--- src/rtl/bias_unit.sv ---
`default_nettype none
// ---------------------------------------------------------------------------
// bias_unit : per-column bias add with saturation and optional ReLU.
// Double-buffered bias bank, 1-cycle registered output with backpressure.
// Revision  : 1.0
// ---------------------------------------------------------------------------
module bias_unit #(
  parameter int N_COLS = 4,
  parameter int DATA_W = 16,
  parameter int FRAC_W = 8
) (
  input  logic                          clk,
  input  logic                          rst,
  input  logic                          bias_wr_en,
  input  logic [$clog2(N_COLS)-1:0]     bias_wr_idx,
  input  logic [DATA_W-1:0]             bias_wr_data,
  input  logic                          bias_commit,
  input  logic                          relu_en_in,
  input  logic [N_COLS-1:0]             sys_valid_in,
  input  logic [N_COLS*DATA_W-1:0]      sys_data_in,
  output logic                          in_ready,
  input  logic                          out_ready,
  output logic [N_COLS-1:0]             z_valid_out,
  output logic [N_COLS*DATA_W-1:0]      z_data_out,
  output logic [15:0]                   sat_count,
  input  logic                          sat_clear
);

  localparam int IDX_W = $clog2(N_COLS);
  localparam int CNT_W = $clog2(N_COLS + 1);

  logic [DATA_W-1:0]        r_shadow [N_COLS];
  logic [DATA_W-1:0]        r_active [N_COLS];
  logic [DATA_W-1:0]        w_shadow_nxt [N_COLS];
  logic                     r_relu;
  logic [N_COLS-1:0]        r_valid;
  logic [N_COLS*DATA_W-1:0] r_data;
  logic [15:0]              r_cnt;

  logic [N_COLS*DATA_W-1:0] w_z_nxt;
  logic [N_COLS-1:0]        w_sat_hit;
  logic [CNT_W-1:0]         w_nsat;
  logic [16:0]              w_cnt_sum;
  logic [15:0]              w_cnt_nxt;

  assign in_ready    = out_ready | ~(|r_valid);
  assign z_valid_out = r_valid;
  assign z_data_out  = r_data;
  assign sat_count   = r_cnt;

  for (genvar c = 0; c < N_COLS; c++) begin : g_col
    logic [DATA_W:0]   sum;
    logic              sat;
    logic [DATA_W-1:0] clip;
    logic [DATA_W-1:0] res;
    logic [DATA_W-1:0] din;

    // A same-cycle shadow write must be visible to a same-cycle commit.
    assign w_shadow_nxt[c] = (bias_wr_en && bias_wr_idx == IDX_W'(c)) ? bias_wr_data
                                                                      : r_shadow[c];

    assign din  = sys_data_in[c*DATA_W +: DATA_W];
    assign sum  = {din[DATA_W-1], din} + {r_active[c][DATA_W-1], r_active[c]};
    assign sat  = sum[DATA_W] ^ sum[DATA_W-1];
    assign clip = !sat         ? sum[DATA_W-1:0] :
                  sum[DATA_W]  ? {1'b1, {(DATA_W-1){1'b0}}} :
                                 {1'b0, {(DATA_W-1){1'b1}}};
    assign res  = (r_relu && clip[DATA_W-1]) ? '0 : clip;

    assign w_z_nxt[c*DATA_W +: DATA_W] = sys_valid_in[c] ? res : '0;
    assign w_sat_hit[c]                = sat & sys_valid_in[c];
  end : g_col

  always_comb begin
    w_nsat = '0;
    for (int i = 0; i < N_COLS; i++) begin
      w_nsat = w_nsat + CNT_W'(w_sat_hit[i]);
    end
  end

  assign w_cnt_sum = {1'b0, r_cnt} + 17'(w_nsat);
  assign w_cnt_nxt = w_cnt_sum[16] ? 16'hFFFF : w_cnt_sum[15:0];

  always_ff @(posedge clk or posedge rst) begin
    if (rst) begin
      for (int i = 0; i < N_COLS; i++) begin
        r_shadow[i] <= '0;
        r_active[i] <= '0;
      end
      r_relu <= 1'b0;
    end else begin
      for (int i = 0; i < N_COLS; i++) begin
        r_shadow[i] <= w_shadow_nxt[i];
        if (bias_commit) begin
          r_active[i] <= w_shadow_nxt[i];
        end
      end
      if (bias_commit) begin
        r_relu <= relu_en_in;
      end
    end
  end

  // Output stage: a beat is taken whenever in_ready, including all-invalid beats.
  always_ff @(posedge clk or posedge rst) begin
    if (rst) begin
      r_valid <= '0;
      r_data  <= '0;
      r_cnt   <= '0;
    end else begin
      if (in_ready) begin
        r_valid <= sys_valid_in;
        r_data  <= w_z_nxt;
      end
      if (sat_clear) begin
        r_cnt <= '0;
      end else if (in_ready) begin
        r_cnt <= w_cnt_nxt;
      end
    end
  end

endmodule : bias_unit
`default_nettype wire

--- config.mk ---
export PLATFORM = sky130hd
export DESIGN_NAME = bias_unit
export DESIGN_NICKNAME = d
export VERILOG_FILES = /design/src/rtl/bias_unit.sv
export SDC_FILE = /design/constraint.sdc
export NUM_CORES = 1
export LEC_CHECK = 0
export BUFFER_PORTS_ARGS = -buffer_cell sky130_fd_sc_hd__buf_4
export CORE_MARGIN = 2
export CORE_UTILIZATION = 30
export CTS_CLUSTER_DIAMETER = 30
export CTS_CLUSTER_SIZE = 30
export DETAILED_ROUTE_END_ITERATION = 7
export SYNTH_ARGS = -nofsm -noshare
export SYNTH_HDL_FRONTEND = slang
export SYNTH_SLANG_ARGS = --single-unit
--- constraint.sdc ---
create_clock -name clk -period 5.8 [get_ports clk]
set_input_delay 0.29 -clock clk [delete_from_list [all_inputs] [get_ports clk]]
set_output_delay 0.29 -clock clk [all_outputs]
set_load 0.01 [all_outputs]
==> flow_summary.yaml <==
yosys:
  synth_area_leaders: "dfrtp_1, mux2_2, ha_1, nand2_1, nor2_1"
  yosys.area.top_type_share_pct: 45.5
  synthFlopType: "dfrtp_1"
  synth-async-reset-ratio_pct: 100
  ys_types: 75
  yosysWarnings: 0
  syn_inst: 1098
  yosysMostFrequentCell: "dfrtp_1"
  synth-edff-count: 0
  ys_seq_area_share_pct: 45.5
  ys_ff_latch: 213
  syn_nets: 1263
  yosys.area.top_type: "dfrtp_1"
  syn-mean-instance-area_um2: 10.7
  synthesis.area_um2: 11700
  synth_commonest_cells: "dfrtp_1, mux2_2, nand2_1, nor2_1, ha_1"
clocking:
  numCtsBuffers: 57
  cts_root_buffer: "clkbuf_16"
  cts_setup_buffers: 0
  clk_pin_slew_ps: 50
  cts_buffer_depth: 3
  cts_tree: "built"
  clk_latency_ps: 590
  htree_levels: 2
  clkSinkCount: 213
layout:
  antennaDiodeCount: 0
  fin_util_pct: 40.7
  fin_nets: 1478
  drive_above_1_share_pct: 34.0
  fin_cells: 1878
  area_growth_pct: 34.3
sta:
  fin_crit_ps: 5330
  finClkSkew_ps: 32.4
  worst_pin_slew_ps: 1060
  maxSlewHeadroom_pct: 29.2
  holdWs_ps: 46.5
  finalMaxSlewViolations: 0
  fmax_ghz: 0.188
  finalHoldViolations: 0
  final-setup-viol-count: 0
  tns_ps: 0
  period_share_pct: 91.9
  rsz0062_at_grt: "false"
grt:
  overflow: 0
  grt_first_pass_wirelength_mm: 53.7
  grt_pass1_vias: 9536
  gr-usage-all-layers_pct: 16.9
  antenna_found_initial: 0
  grt_start_max_net_pins: 166
critical_path:
  cp.arrival_ps: 5810
  crit_type: "reg -> reg"
  cpMaxStageDelayCell: "fa_1"
  crit_top_cell: "fa_1"
  slowest_delay_ps: 480
  crit_path_end_kind: "flip-flop"
  crit_path_cell_trace: "ha_1, fa_1, a211o_1, a21oi_1, nor3_1, o21ai_1, a21oi_1, o21ai_1, and3_1, nand2b_1, fa_1, fa_1, inv_1, fa_1, and3_1, nand2_1, nor2_1, nand4_1, buf_4, a211oi_1"
  startpoint_type: "flip-flop"
  cp_max_fo: 8
  cp.required_ps: 6280
floorplanning:
  pin_count: 178
  core_um2: 38600
  dieArea_um2: 40700
  initial_utilization_pct: 30.3
  row_count: 72
  die_h_um: 202
  die_x_um: 202
place:
  routabilityCongestion: 0.848
  placed_cells: 1764
  dp_hpwl_mm: 23.7
  io_buffers: 177
detailed_routing:
  num_vias: 9246
  via_per_inst: 4.92
  wl_mm: 33.7
  drc: 0
  drt_iter0_drc: 392
  ant_nets: 0
  drt-pass1-iter-count: 5
  drt-wirelength-per-cell_um: 17.9
power:
  power.density_nw_per_um2: 483
  p_seq_share_pct: 27.1
  vdd_drop_max_mv: 0.258
  pwr-share-clk_pct: 43.2
  swShare_pct: 31.3
  p_sw_mw: 2.38
  leakage_nw: 7.10
  power.internal_mw: 5.23
  power_mw: 7.60
  p_comb_share_pct: 29.7
run:
  drv_cap: 0
run_status:
  status: "finished, final reports clean"
worst_hold_path:
  hold_class: "in -> reg"
[cell families after synthesis]
family	Yosys count	synth area share [%]
fa+ha+maj	72	8.13
compound gates	268	15.9
buf+inv	65	2.50
flops	213	45.5
mux	130	12.5
simple gates	306	12.1
xor+xnor	44	3.42
[routing by layer]
| metal | global-route usage [%] | vias up | wire length [µm] |
|---|---|---|---|
| met2 | 26.8 | 222 | 15500 |
| met5 | 0 | - | 0 |
| met1 | 23.2 | 4507 | 15900 |
| li1 | - | 4455 | - |
| met3 | 3.32 | 62 | 1520 |
| met4 | 5.72 | 0 | 779 |
[power by group through the flow]
stage / Clock (mW) / Sequential, mW / Combinational, mW
after global placement: 0 / 2.08 / 2.25
after floorplan: 0 / 2.12 / 1.49
after CTS: 3.35 / 2.07 / 2.29
after global routing: 3.44 / 2.11 / 2.53
final: 3.28 / 2.06 / 2.26
after detailed placement: 0 / 2.09 / 2.27
[final cells by class]
cell class                      instances  area, µm²
Fill cell                            3718      22900
Multi-Input combinational cell        820       6120
Sequential cell                       213       5330
Clock buffer                           79       1650
Timing Repair Buffer                  195       1500
Tap cell                              518        648
Clock inverter                         27        398
Inverter                               26        101
[final timing paths]
path,slack [ps],start,cells past startpoint,to
min reg2reg,470,z_data_out[63],2,z_data_out[63]
min,50,bias_wr_data[14],2,r_shadow[46]
max,470,r_active[16],20,sat_count[10]
min in group asynchronous,490,rst,4,r_shadow[52]
max reg2reg,470,r_active[16],20,sat_count[10]
max in group asynchronous,4010,rst,5,z_data_out[13]
[stage by stage]
| step | instance area, µm² | setup WS [ps] |
|---|---|---|
| 2_1_floorplan | 11700 | 1040 |
| 3_3_place_gp | 13600 | 686 |
| 3_5_place_dp | 13600 | 521 |
| 4_1_cts | 15700 | 524 |
| 5_1_grt | 15700 | 159 |
| 6_report | 15700 | 470 |
[cell usage in the layout (no fill, tap or decap), types with 29 or more instances in the layout]
cell / instances
o21ai_0: 54
buf_4: 186
nand2_1: 97
dfrtp_1: 213
a21oi_1: 57
clkbuf_16: 57
mux2_2: 127
nor3_1: 29
ha_1: 65
nor2_1: 88
[registers in the layout, indices dropped and copies added, names as in the netlist]
name and flops:
r_relu 1, r_shadow 64, z_valid_out 4, sat_count 16
z_data_out 64, r_active 64
[critical path, delay by kind of cell, from the launching register on]
family	cells	cell delay (ps)
AO/OA/AOI/OAI	6	1450
AND/OR/NAND/NOR	7	1240
flip-flops	1	370
adder cells (fa/ha/maj)	5	1810
buffers and inverters	2	390
[timing repair]
item                       4_1_cts  5_1_grt
hold endpoints to repair        71        0
hold buffers                     8        0
resized for setup                0        0
setup endpoints to repair        0        0
No activity file was read; power rests on OpenSTA's default activity.
